### config.mk
export PLATFORM = sky130hd
export DESIGN_NAME = store_buffer
export DESIGN_NICKNAME = d
export VERILOG_FILES = /design/src/rtl/store_buffer.sv
export SDC_FILE = /design/constraint.sdc
export NUM_CORES = 1
export LEC_CHECK = 0
export ABC_CLOCK_PERIOD_IN_PS = 11200
export CORE_MARGIN = 2
export CORE_UTILIZATION = 55
export CTS_CLUSTER_DIAMETER = 200
export DETAILED_ROUTE_END_ITERATION = 8
export MAX_ROUTING_LAYER = met4
export PLACE_DENSITY = 0.89
export SLEW_MARGIN = 20
export SYNTH_ARGS = -nofsm -noshare
export SYNTH_HDL_FRONTEND = slang
export SYNTH_SLANG_ARGS = --single-unit
### constraint.sdc
create_clock -name clk -period 11.2 [get_ports clk]
set_input_delay 2.24 -clock clk [delete_from_list [all_inputs] [get_ports clk]]
set_output_delay 2.24 -clock clk [all_outputs]
set_load 0.005 [all_outputs]
### src/rtl/store_buffer.sv
// Store buffer: FIFO of committed stores drained to dmem_ultra in program order,
// with exact-match word forwarding and partial-overlap stall detection for loads.
module store_buffer #(
    parameter int DEPTH  = 4,
    parameter int ADDR_W = 32
) (
    input  logic              clk,
    input  logic              rst,
    input  logic              st_valid,
    input  logic [ADDR_W-1:0] st_addr,
    input  logic [31:0]       st_data,
    input  logic [1:0]        st_size,
    output logic              st_ready,
    input  logic              mem_busy,
    output logic              write_enable_dmem,
    output logic [ADDR_W-1:0] mem_WA,
    output logic [31:0]       mem_WD,
    output logic [1:0]        store,
    input  logic              ld_valid,
    input  logic [ADDR_W-1:0] ld_addr,
    output logic              fwd_hit,
    output logic [31:0]       fwd_data,
    output logic              ld_stall,
    output logic              empty
);

    localparam int PTR_W = $clog2(DEPTH);
    localparam int CNT_W = PTR_W + 1;
    localparam logic [CNT_W-1:0] FULL_CNT = CNT_W'(DEPTH);
    localparam logic [1:0] SIZE_SW = 2'b00;

    logic [ADDR_W-1:0] addr_q  [DEPTH];
    logic [31:0]       data_q  [DEPTH];
    logic [1:0]        size_q  [DEPTH];
    logic [DEPTH-1:0]  valid_q;
    logic [PTR_W-1:0]  head, tail;
    logic [CNT_W-1:0]  count;

    logic push, pop;

    assign empty             = (count == '0);
    assign st_ready          = (count != FULL_CNT);
    assign push              = st_valid && st_ready;
    assign write_enable_dmem = !empty && !mem_busy;
    assign pop               = write_enable_dmem;

    assign mem_WA = empty ? '0 : addr_q[head];
    assign mem_WD = empty ? '0 : data_q[head];
    assign store  = empty ? '0 : size_q[head];

    always_ff @(posedge clk or posedge rst) begin
        if (rst) begin
            head    <= '0;
            tail    <= '0;
            count   <= '0;
            valid_q <= '0;
            for (int unsigned i = 0; i < DEPTH; i++) begin
                addr_q[i] <= '0;
                data_q[i] <= '0;
                size_q[i] <= '0;
            end
        end else begin
            if (push) begin
                addr_q[tail]  <= st_addr;
                data_q[tail]  <= st_data;
                size_q[tail]  <= st_size;
                valid_q[tail] <= 1'b1;
                tail          <= tail + 1'b1;
            end
            if (pop) begin
                valid_q[head] <= 1'b0;
                head          <= head + 1'b1;
            end
            case ({push, pop})
                2'b10:   count <= count + 1'b1;
                2'b01:   count <= count - 1'b1;
                default: count <= count;
            endcase
        end
    end

    // Walk oldest to youngest from head so the last match wins (youngest store).
    logic             any_match;
    logic [PTR_W-1:0] sel;
    logic [PTR_W-1:0] idx;

    always_comb begin
        any_match = 1'b0;
        sel       = '0;
        idx       = '0;
        for (int unsigned k = 0; k < DEPTH; k++) begin
            idx = head + PTR_W'(k);
            if (valid_q[idx] && (addr_q[idx][ADDR_W-1:2] == ld_addr[ADDR_W-1:2])) begin
                any_match = 1'b1;
                sel       = idx;
            end
        end
    end

    always_comb begin
        fwd_hit  = 1'b0;
        fwd_data = '0;
        ld_stall = 1'b0;
        if (ld_valid && any_match) begin
            if (size_q[sel] == SIZE_SW && addr_q[sel] == ld_addr) begin
                fwd_hit  = 1'b1;
                fwd_data = data_q[sel];
            end else begin
                ld_stall = 1'b1;
            end
        end
    end

endmodule

# --- Word level (Yosys, flattened, before mapping) ---
# Index checks and enable logic that the tools add are counted.
# Widths: inputs -> output; s select.
op_classes:
  add_sub_neg: 6
  mux: 66
  eq_ne: 8
  n_lt_le_gt_ge: 14
  reduce_logical: 16
  bitwise: 9
ops:
  columns: ["op", "n"]
  rows:
  - ["$mux 32", 19]
  - ["$bmux 32 s2", 7]
  - ["$bwmux 128", 2]
  - ["$eq 30x30->1", 4]
  - ["$demux 32 s2", 1]
  - ["$eq 32x32->1", 1]
  - ["$mux 2", 10]
  - ["$ge 3x3->1 const B", 6]
  - ["$not 2->3", 6]
  - ["$lt 2x3->1 const B", 5]
  - ["$mux 1", 14]
  - ["$logic_and 1x1->1", 11]
  - ["$bmux 1 s2", 4]
  - ["$bmux 2 s2", 2]
  - ["$bwmux 8", 1]
  - ["$mux 4", 2]
  - ["$pmux 3 s2", 1]
  - ["$add 2x1->2 const B", 2]
  - ["$add 2x2->2 const B", 2]
  - ["$and 4x4->4", 1]
  - ["$demux 1 s2", 2]
  - ["$demux 2 s2", 1]
  - ["$ge 2x1->1 const B", 2]
  - ["$not 4->4", 1]
  - ["other kinds (11)", 12]
totals:
  register_bits: 275
  output_inout_bits: 103
  inputBits: 103
  wordCells: 135

# --- Depth between registers and ports, before layout ---
logic_depth:
  ltp_word: 18
  mapped_depth: 34
  ltp_nobuf: 17

# --- Least setup slack after synthesis ---
# OpenSTA, ideal clock, no wires.
synth_timing:
  kind: "register to output"
  startpoint: "register head[0]"
  endpoint: "output port fwd_data[0]"
  required_time_ps: 8960
  path_stages_with_launch: 31
  path_buffers: 13
  setup_slack_ps: 2396
  t_arrival_ps: 6564
  cell_sequence: "dfrtp_1 > buf_4 > buf_6 > buf_4 > inv_1 > buf_4 > buf_2 > buf_2 > buf_1 > clkbuf_1 > ha_1 > buf_4 > buf_12 > mux2i_1 > a32o_1 > or4b_1 > nor4_2 > or4b_1 > nor3_2 > a2111oi_4 > or3_1 > buf_6 > buf_6 > o211a_1 > a2111oi_2 > nand4_1 > nand2_1 > o211a_1 > nand4_4 > buf_6 > nor2_2"
synth_via:
  elab_cells_between_ends: 59
  cone_classes: "add/sub: 3; eq/ne: 5; mux: 39; bitwise: 5; reduce/logical: 7"
synth_lines:
  columns: ["element", "line_no", "rtl"]
  rows:
  - ["start, declared", "36", "logic [PTR_W-1:0] head, tail;"]
  - ["start signal, assigned", "72", "head <= head + 1'b1;"]
  - ["$add 2x2->2 *", "92", "idx = head + PTR_W'(k);"]
  - ["net idx[0]", "85", "logic [PTR_W-1:0] idx;"]
  - ["$not 2->3 (implied by the code)", "93", "if (valid_q[idx] && (addr_q[idx][ADDR_W-1:2] == ld_addr[ADDR_W-1:2])) begin"]
  - ["$bmux 32 s2", "93", null]
  - ["$mux 32 (implied by the code) (2 in series)", "93", null]
  - ["$eq 30x30->1", "93", null]
  - ["$logic_and 1x1->1", "93", null]
  - ["$mux 2", "93", null]
  - ["$not 2->3 (implied by the code)", "105, 107", null]
  - ["$bmux 32 s2 or $bmux 2 s2 (tied branches)", "105", "if (size_q[sel] == SIZE_SW && addr_q[sel] == ld_addr) begin"]
  - ["$mux 32 (implied by the code) or $mux 2 (tied branches) (2 in series)", "105", null]
  - ["$eq 32x32->1 or $logic_not 2->1 (tied branches)", "105", null]
  - ["$logic_and 1x1->1", "105", null]
  - ["$mux 32", "105", null]
  - ["$mux 32 *", "104", "if (ld_valid && any_match) begin"]
  - ["end, declared", "22", "output logic [31:0] fwd_data,"]
# Mark *: on every way through the listed nets, which the timed path passes. The rest lies on a longest branch. The select of a mux whose other input is x is not followed.

# --- Worst setup path after layout ---
layout_timing:
  startpoint: "input port ld_addr[30]"
  endpoint: "output port fwd_data[14]"
layout_via:
  elab_chain_len: 14
  elab_cells_between_ends: 32
  cone_classes: "eq/ne: 5; mux: 19; bitwise: 1; reduce/logical: 7"
layout_lines:
  columns: ["element", "line_no", "rtl"]
  rows:
  - ["start, declared", "20", "input logic [ADDR_W-1:0] ld_addr,"]
  - ["$eq 30x30->1", "93", null]
  - ["$logic_and 1x1->1", "93", null]
  - ["$mux 2 (4 in series)", "93", null]
  - ["$not 2->3 (implied by the code)", "105, 107", null]
  - ["$bmux 32 s2 or $bmux 2 s2 (tied branches)", "105", null]
  - ["$mux 32 (implied by the code) or $mux 2 (tied branches) (2 in series)", "105", null]
  - ["$eq 32x32->1 or $logic_not 2->1 (tied branches)", "105", null]
  - ["$logic_and 1x1->1", "105", null]
  - ["$mux 32", "105", null]
  - ["$mux 32 *", "104", null]
# Every way passes the cells marked *; elsewhere a longest branch is shown, timed or not. The select of a mux whose other input is x is not followed.

==> impl_metrics.tcl <==
set metrics [dict create \
    clk_pin_slew_worst_paths_ps 60 \
    holdPathStages 1 \
    hold_class "reg -> reg" \
    violations "design-rule violations" \
    cts_resized 0 \
    status "complete, but fails checks" \
    synth-simple-area-share_pct 10.5 \
    wl_per_cell_um 28.1 \
    cts_hold_buffers 0 \
    period_minus_slack_ps 10630 \
    r2r_end "data_q[26]" \
    design_area_sq_um 23400 \
    layout.nets 1993 \
    gp_congestion 1.11 \
    ir_worst_vdd_mv 0.362 \
    register_area_sq_um 6890 \
    placed_cells 2309 \
    die_y_um 194 \
    tns_ps 0 \
    synth.distinct_cells 76 \
    synth-edff-count 0 \
    cp.arrival_ps 8390 \
    grt_max_degree 155 \
    leakage_nw 9.60 \
    fin_ws_ps 570 \
    clock_latency_ps 600 \
    dp_hpwl_um 46000 \
    synth-compound-area-share_pct 6.46 \
    cts.sinks 275 \
    whs_ps 528 \
    endpoint_kind "output pin" \
    p_per_area_nw_per_um2 354 \
    die_area_sq_um 37800 \
    clock.fmax_ghz 0.0941 \
    muxShareOfSynthArea_pct 38.0 \
    totalWireLength_um 66500 \
    final_core_utilization_pct 65.5 \
    synth.ff_latch_count 275 \
    syn-cell-area_sq_um 19900 \
    start_util_pct 55.9 \
    worstSetupPathType "in -> out" \
    num_vias 16025 \
    reg2reg_depth 5 \
    grt_overflow 0 \
    slew_violations 0 \
    htree_levels 1 \
    drtIter0Drc 1885 \
    drive_above_1_share_pct 27.8 \
    first_global_vias 15926 \
    via_per_inst 6.77 \
    max_cap_violations 0 \
    multi_input_area_sq_um 12200 \
    syn_area_per_cell_sq_um 11.4 \
    hold_end "data_q[11]" \
    grt_usage_pct 36.2 \
    finalHoldViolCount 0 \
    reg2reg_slack_ps 8390 \
    place_ws_ps 797 \
    drc 16 \
    cts_setup_buffers 0 \
    ys_seq_area_share_pct 34.5 \
    synth.net_count 1867 \
    synth_top_flop_cell "dfrtp_1" \
    cts_buffer_depth 3 \
    cp-start-kind "primary input" \
    grt_pass1_wl_um 102000 \
    synthCells 1754 \
    setup_violations 0 \
    skew_ps 36.6 \
    synth_top_family_by_area "multiplexers" \
    yosys_warnings 0 \
    fill_cells 2540 \
    synth_fa_ha_area_share_pct 0.666 \
    synth_xor_area_share_pct 5.32 \
    power_mw 8.28 \
    ys_async_sr_fraction_pct 100 \
    die_x_um 194 \
    core_sq_um 35700 \
    antenna_found_initial 2 \
    cts_root_buffer "clkbuf_16" \
    relSlewSlack_pct 24.7 \
    drtAntennaViolNets 0 \
    worstMarginPinSlew_ps 1130 \
    rsz0062_at_grt "no" \
    syn_to_final_growth_pct 17.3 \
    reg2reg_from "count[0]" \
    period_share_pct 94.9 \
    drt-pass1-iter-count 8 \
    cts_tree "built" \
    finalNonFillerCells 2367 \
    num_rows 69 \
    crit_required_ps 8960 \
    cts_buffers 30 \
    worst-path-max-fanout 34 \
    io_buffers 205 \
    num_io_pins 206 \
    dpl_cell_area_sq_um 22200 \
    min_from "data_q[11]" \
]
==> per-layer routing <==
metal	track usage (%)	share of wire, %	routed length [um]
met1	48.7	40	26500
met2	55.8	47	31100
met3	5.74	8.9	5920
met4	13.1	4.4	2900
met5	-	0	0
==> placed cells by master (no fill, tap or decap), drive strengths merged, types with 5 or more instances in the layout <==
cell type / instances
nand3: 52
mux2i: 198
clkinv: 9
nor2b: 64
buf: 37
mux2: 276
nor3: 18
bufinv: 6
nor2: 65
o22ai: 10
o31ai: 6
nand2b: 12
clkbuf: 38
clkdlybuf4s50: 205
ha: 9
a211oi: 16
o221ai: 8
and2: 14
or3: 6
a211o: 5
mux4: 110
a2111oi: 8
o21ai: 29
a21oi: 32
inv: 42
a22oi: 5
o32ai: 5
nand4: 19
nand2: 118
o211ai: 7
xnor2: 98
nor4: 10
a221oi: 7
xor2: 23
dfrtp: 275
==> logic make-up (layout without fill, tap and decap cells) <==
kind of cell,Yosys count,count (layout)
xor gates and xnor gates,121,121
and+or+nand+nor,399,399
other,0,3
AOI/OAI and AO/OA,177,177
adders and majority gates,10,10
DFF,275,275
buffers and inverters,188,337
muxes,584,584
==> power breakdown <==
| part | internal (mW) | switching (mW) | leakage [nW] | total, mW |
|---|---|---|---|---|
| clock network | 0.665 | 0.431 | 0.546 | 1.10 |
| logic | 2.62 | 2.36 | 5.80 | 4.98 |
| registers | 1.51 | 0.696 | 3.26 | 2.21 |
==> state kept, by name, summed over array words and instances, names as in the netlist <==
name	flops
tail	2
valid_q	4
addr_q	128
size_q	8
head	2
count	3
data_q	128
==> cells in the mapped netlist, types with 16 or more instances <==
| library cell | count | area (sq um) |
|---|---|---|
| mux2_2 | 276 | 3110 |
| dfrtp_1 | 275 | 6880 |
| mux2i_1 | 198 | 1980 |
| nand2_1 | 118 | 443 |
| mux4_2 | 110 | 2480 |
| xnor2_1 | 98 | 858 |
| clkbuf_1 | 76 | 285 |
| nor2b_1 | 64 | 400 |
| nand3_1 | 52 | 260 |
| inv_1 | 40 | 150 |
| nor2_1 | 35 | 131 |
| a21oi_1 | 32 | 160 |
| nor2_2 | 30 | 188 |
| o21ai_0 | 28 | 140 |
| buf_1 | 24 | 90.1 |
| xor2_1 | 23 | 201 |
| buf_2 | 18 | 90.1 |
| buf_4 | 18 | 135 |
| nand4_1 | 18 | 113 |
| a211oi_1 | 16 | 120 |
| nor3_1 | 16 | 80.1 |
==> final cells by class <==
type / instances / share of cell area (%)
multi-input combinational: 1291 / 52.4
sequential: 275 / 29.5
timing repair buffer: 242 / 10.3
clock buffer: 38 / 3.56
tap: 461 / 2.47
clock inverter: 17 / 1.15
inverter: 40 / 0.675
antenna: 3 / 0.0321
==> critical path: stages <==
cell             delay (ps)
clkdlybuf4s50_1         860
o22ai_1                 170
a221oi_1                270
a21oi_1                 170
a2111oi_0               770
nand3_1                 570
mux2i_1                 320
nor3_4                  730
mux2_2                  410
o21ai_0                 240
o221ai_1                180
nor4b_2                 350
nand4_4                 150
buf_12                  200
nor2_1                  170
clkdlybuf4s50_1         530
==> how the worst max path moves through the flow <==
stage	startpoint	to	slack, ps	cells after the start
CTS	ld_addr[23]	fwd_data[14]	780	16
global placement	ld_addr[30]	ld_stall	870	18
global route	ld_addr[5]	ld_stall	300	19
floorplan	rst	addr_q[0]	1380	1
finish	ld_addr[30]	fwd_data[14]	570	16
detailed placement	ld_addr[23]	fwd_data[14]	800	16
No activity file was read; power rests on OpenSTA's default activity.
==> patch 1: new RTL, same settings <==
The parameter `ADDR_W` goes from 32 to 40.
--- a/src/rtl/store_buffer.sv
+++ b/src/rtl/store_buffer.sv
@@ -4,3 +4,3 @@
     parameter int DEPTH  = 4,
-    parameter int ADDR_W = 32
+    parameter int ADDR_W = 40
 ) (
Ports: changed (resized ld_addr, mem_WA and st_addr); port bits go from 206 to 230. The function was not compared with the original's and may differ.
==> patch 1 against the original RTL <==
  * Power up 27%
  * Clock power up 11%
  * Design area up 18%
  * First-iteration DRC count up 71%
  * Worst hold slack worse by 0.0029 ns
  * Non-clock buffer count up 102
  * Worst setup slack worse by 0.32 ns
  * Combinational power up 35%
  * Wire length up 52%
  * Register-to-register slack worse by 1.1 ns
  * Area after synthesis up 17%
  * Synthesized cell count up 24%
  * Sequential cell count up 32
  * Largest cell class unchanged
  * Largest power group unchanged
==> patch 1: results <==
set metrics [dict create \
    worst-path-max-fanout 33 \
    wl_met3_um 10500 \
    timing.critical_path.max_delay_family "buffers and inverters" \
    place_worst_setup_slack_ns 0.335 \
    final.fill_count 3013 \
    seq-power_mw 2.59 \
    syn-num-nets 2301 \
    num-nonclk-inverters 35 \
    num-multi-input-gates 1641 \
    fin_worst_skew_ns 0.0182 \
    reg2reg_setup_slack_ns 7.29 \
    area_share_clock_buf_inv 0.0434 \
    total_power_mw 10.6 \
    outcome "complete, no violations" \
    tritoncts.num_buffers 36 \
    grt_start_max_net_pins 194 \
    ff2ff_path_depth 10 \
    dp.cells 2865 \
    worst_hold_path_startpoint "count[0]" \
    combPwrFrac 0.639 \
    worst_path_largest_cell_delay_ns 0.79 \
    cts_sinks 307 \
    place.port_buffers 229 \
    detail_route.wirelength.met1_um 38300 \
    synth.yosys.seq_area_share 0.329 \
    clockBufferCount 48 \
    grt.met3_usage 0.0970 \
    synth_top_cells_by_count "sky130_fd_sc_hd__mux2_2, sky130_fd_sc_hd__dfrtp_1, sky130_fd_sc_hd__nand2_1" \
    grt_util_overall 0.471 \
    vias_per_cell 7.21 \
]
-- patch 1: logic make-up after synthesis --
logic type	synth area share
AND/OR/NAND/NOR	0.134
multiplexers	0.346
flip-flops	0.329
AO/OA/AOI/OAI	0.0870
buffers and inverters	0.0451
XOR/XNOR	0.0536
adder cells (fa/ha/maj)	0.00568
-- patch 1: how the worst max path moves through the flow --
stage / cells past startpoint / start / end / slack [ns]
2_1_floorplan: 1 / rst / addr_q[0] / 0.47
3_3_place_gp: 19 / ld_addr[7] / fwd_data[20] / 0.48
3_5_place_dp: 21 / ld_addr[7] / fwd_data[9] / 0.33
4_1_cts: 21 / ld_addr[7] / fwd_data[26] / 0.28
5_1_grt: 21 / head[0] / fwd_data[26] / 0.1
6_report: 21 / ld_addr[7] / fwd_data[26] / 0.25
-- patch 1: what timing repair did --
action | 4_1_cts | 5_1_grt
endpoints found under the hold margin | 0 | 0
gates resized for setup | 0 | 1
hold buffers | 0 | 0
setup endpoints to repair | 0 | 1
==> patch 2: new RTL, config.mk and constraints unchanged <==
Without the edit above. Make the reset (`rst`) synchronous in one clocked block.
--- a/src/rtl/store_buffer.sv
+++ b/src/rtl/store_buffer.sv
@@ -50,3 +50,3 @@
 
-    always_ff @(posedge clk or posedge rst) begin
+    always_ff @(posedge clk) begin
         if (rst) begin
Behaviour: differs if rst is asserted again (counterexample within 4 cycles, from zero or initial values and one cycle with rst high); with rst held inactive, the same outputs for 4 cycles.
==> patch 2 against the original RTL <==
  * Fmax shrank 2.0%
  * Wire length grew 20%
  * Area after synthesis grew 3.4%
  * First-iteration DRC count grew 8.9%
  * Design area grew 2.9%
  * Worst hold slack gained 0.028 ns
  * Sequential cell count grew 2
  * Via count grew 3.8%
  * Worst setup slack lost 0.22 ns
  * Count of clock-buffer cells in the layout grew 6
  * Critical path type is now flip-flop to output port
  * Highest routed layer unchanged
Power is not compared: it rests on default switching activity, and its combinational part moved more than twofold at a synthesized area within 25%.
==> patch 2: results <==
set metrics [dict create \
    outcome "complete, no violations" \
    dp.cells 2333 \
    crit_path_top_delay_cell "sky130_fd_sc_hd__dfxtp_4" \
    vias 16600 \
    synth_area_um2 20600 \
    clockBufferCount 44 \
    detail_route.wirelength.met1_um 30600 \
    gr-usage-met2 0.673 \
    final.fill_count 2694 \
    area_share_clock_buf_inv 0.0399 \
    met2_length_um 37700 \
    synth.yosys.seq_area_share 0.397 \
    syn-num-nets 1866 \
    yosys.cell_types.count 95 \
    worst-slew-pin-transition_ns 1.08 \
    wl_per_instance_um 33.4 \
    ratio_of_cells_with_drive_above_1_in_the_final_layout 0.149 \
    hold_slack_final_ns 0.556 \
    fin_area_um2 24100 \
    avgSynthCellArea_um2 11.8 \
    final.signal_buffer_count 261 \
    first_iter_violations 2052 \
    worst-path-max-fanout 51 \
    crit_end "fwd_data[31]" \
    start_point_of_the_critical_path "head[0]" \
    buf_share 0.105 \
    wl_met3_um 7860 \
    place_worst_setup_slack_ns 0.621 \
    r2r-start "count[0]" \
    finalWeightedCongestion 1.08 \
    place.detailed.hpwl_um 57500 \
    grt.met3_usage 0.0705 \
    synthTopCellsByArea "sky130_fd_sc_hd__edfxtp_1, sky130_fd_sc_hd__mux4_2, sky130_fd_sc_hd__and2_1" \
    fin_worst_skew_ns 0.0131 \
    fin_nets 2010 \
    ff2ff_path_depth 8 \
    post-route-min-period_ns 10.85 \
    num-multi-input-gates 1282 \
    vias_per_cell 6.95 \
    instance_area_after_placement_um2 23100 \
    synth_top_cells_by_count "sky130_fd_sc_hd__and2_1, sky130_fd_sc_hd__edfxtp_1, sky130_fd_sc_hd__mux2i_1" \
    regArea_um2 8200 \
    worst_hold_path_startpoint "count[2]" \
    reg2reg_setup_slack_ns 7.50 \
    worst_hold_endpoint "count[2]" \
]
-- patch 2: cell types whose count changed in the layout (fill, tap and decap cells not counted), sizes merged, moves of 27 or more --
cell	delta
nand2	-72
a2111oi	+33
and2	+285
edfxtp	+264
dfrtp	-275
a211oi	+28
mux2	-256
nor2	-27
nand3	-36
mux2i	-53
-- patch 2: power by group through the flow --
stage | sequential (mW) | clock [mW] | combinational, mW
5_1_grt | 1.46 | 1.01 | 2.10
3_3_place_gp | 1.46 | 0 | 1.97
3_5_place_dp | 1.46 | 0 | 1.98
4_1_cts | 1.44 | 0.978 | 1.99
2_1_floorplan | 1.33 | 0 | 1.32
6_report | 1.45 | 0.976 | 2.04
-- patch 2: cell families after synthesis --
| group | synth area share |
|---|---|
| simple gates | 0.167 |
| compound gates | 0.141 |
| flops | 0.397 |
| mux | 0.189 |
| buf+inv | 0.0440 |
| xor+xnor | 0.0557 |
| fa+ha+maj | 0.00644 |
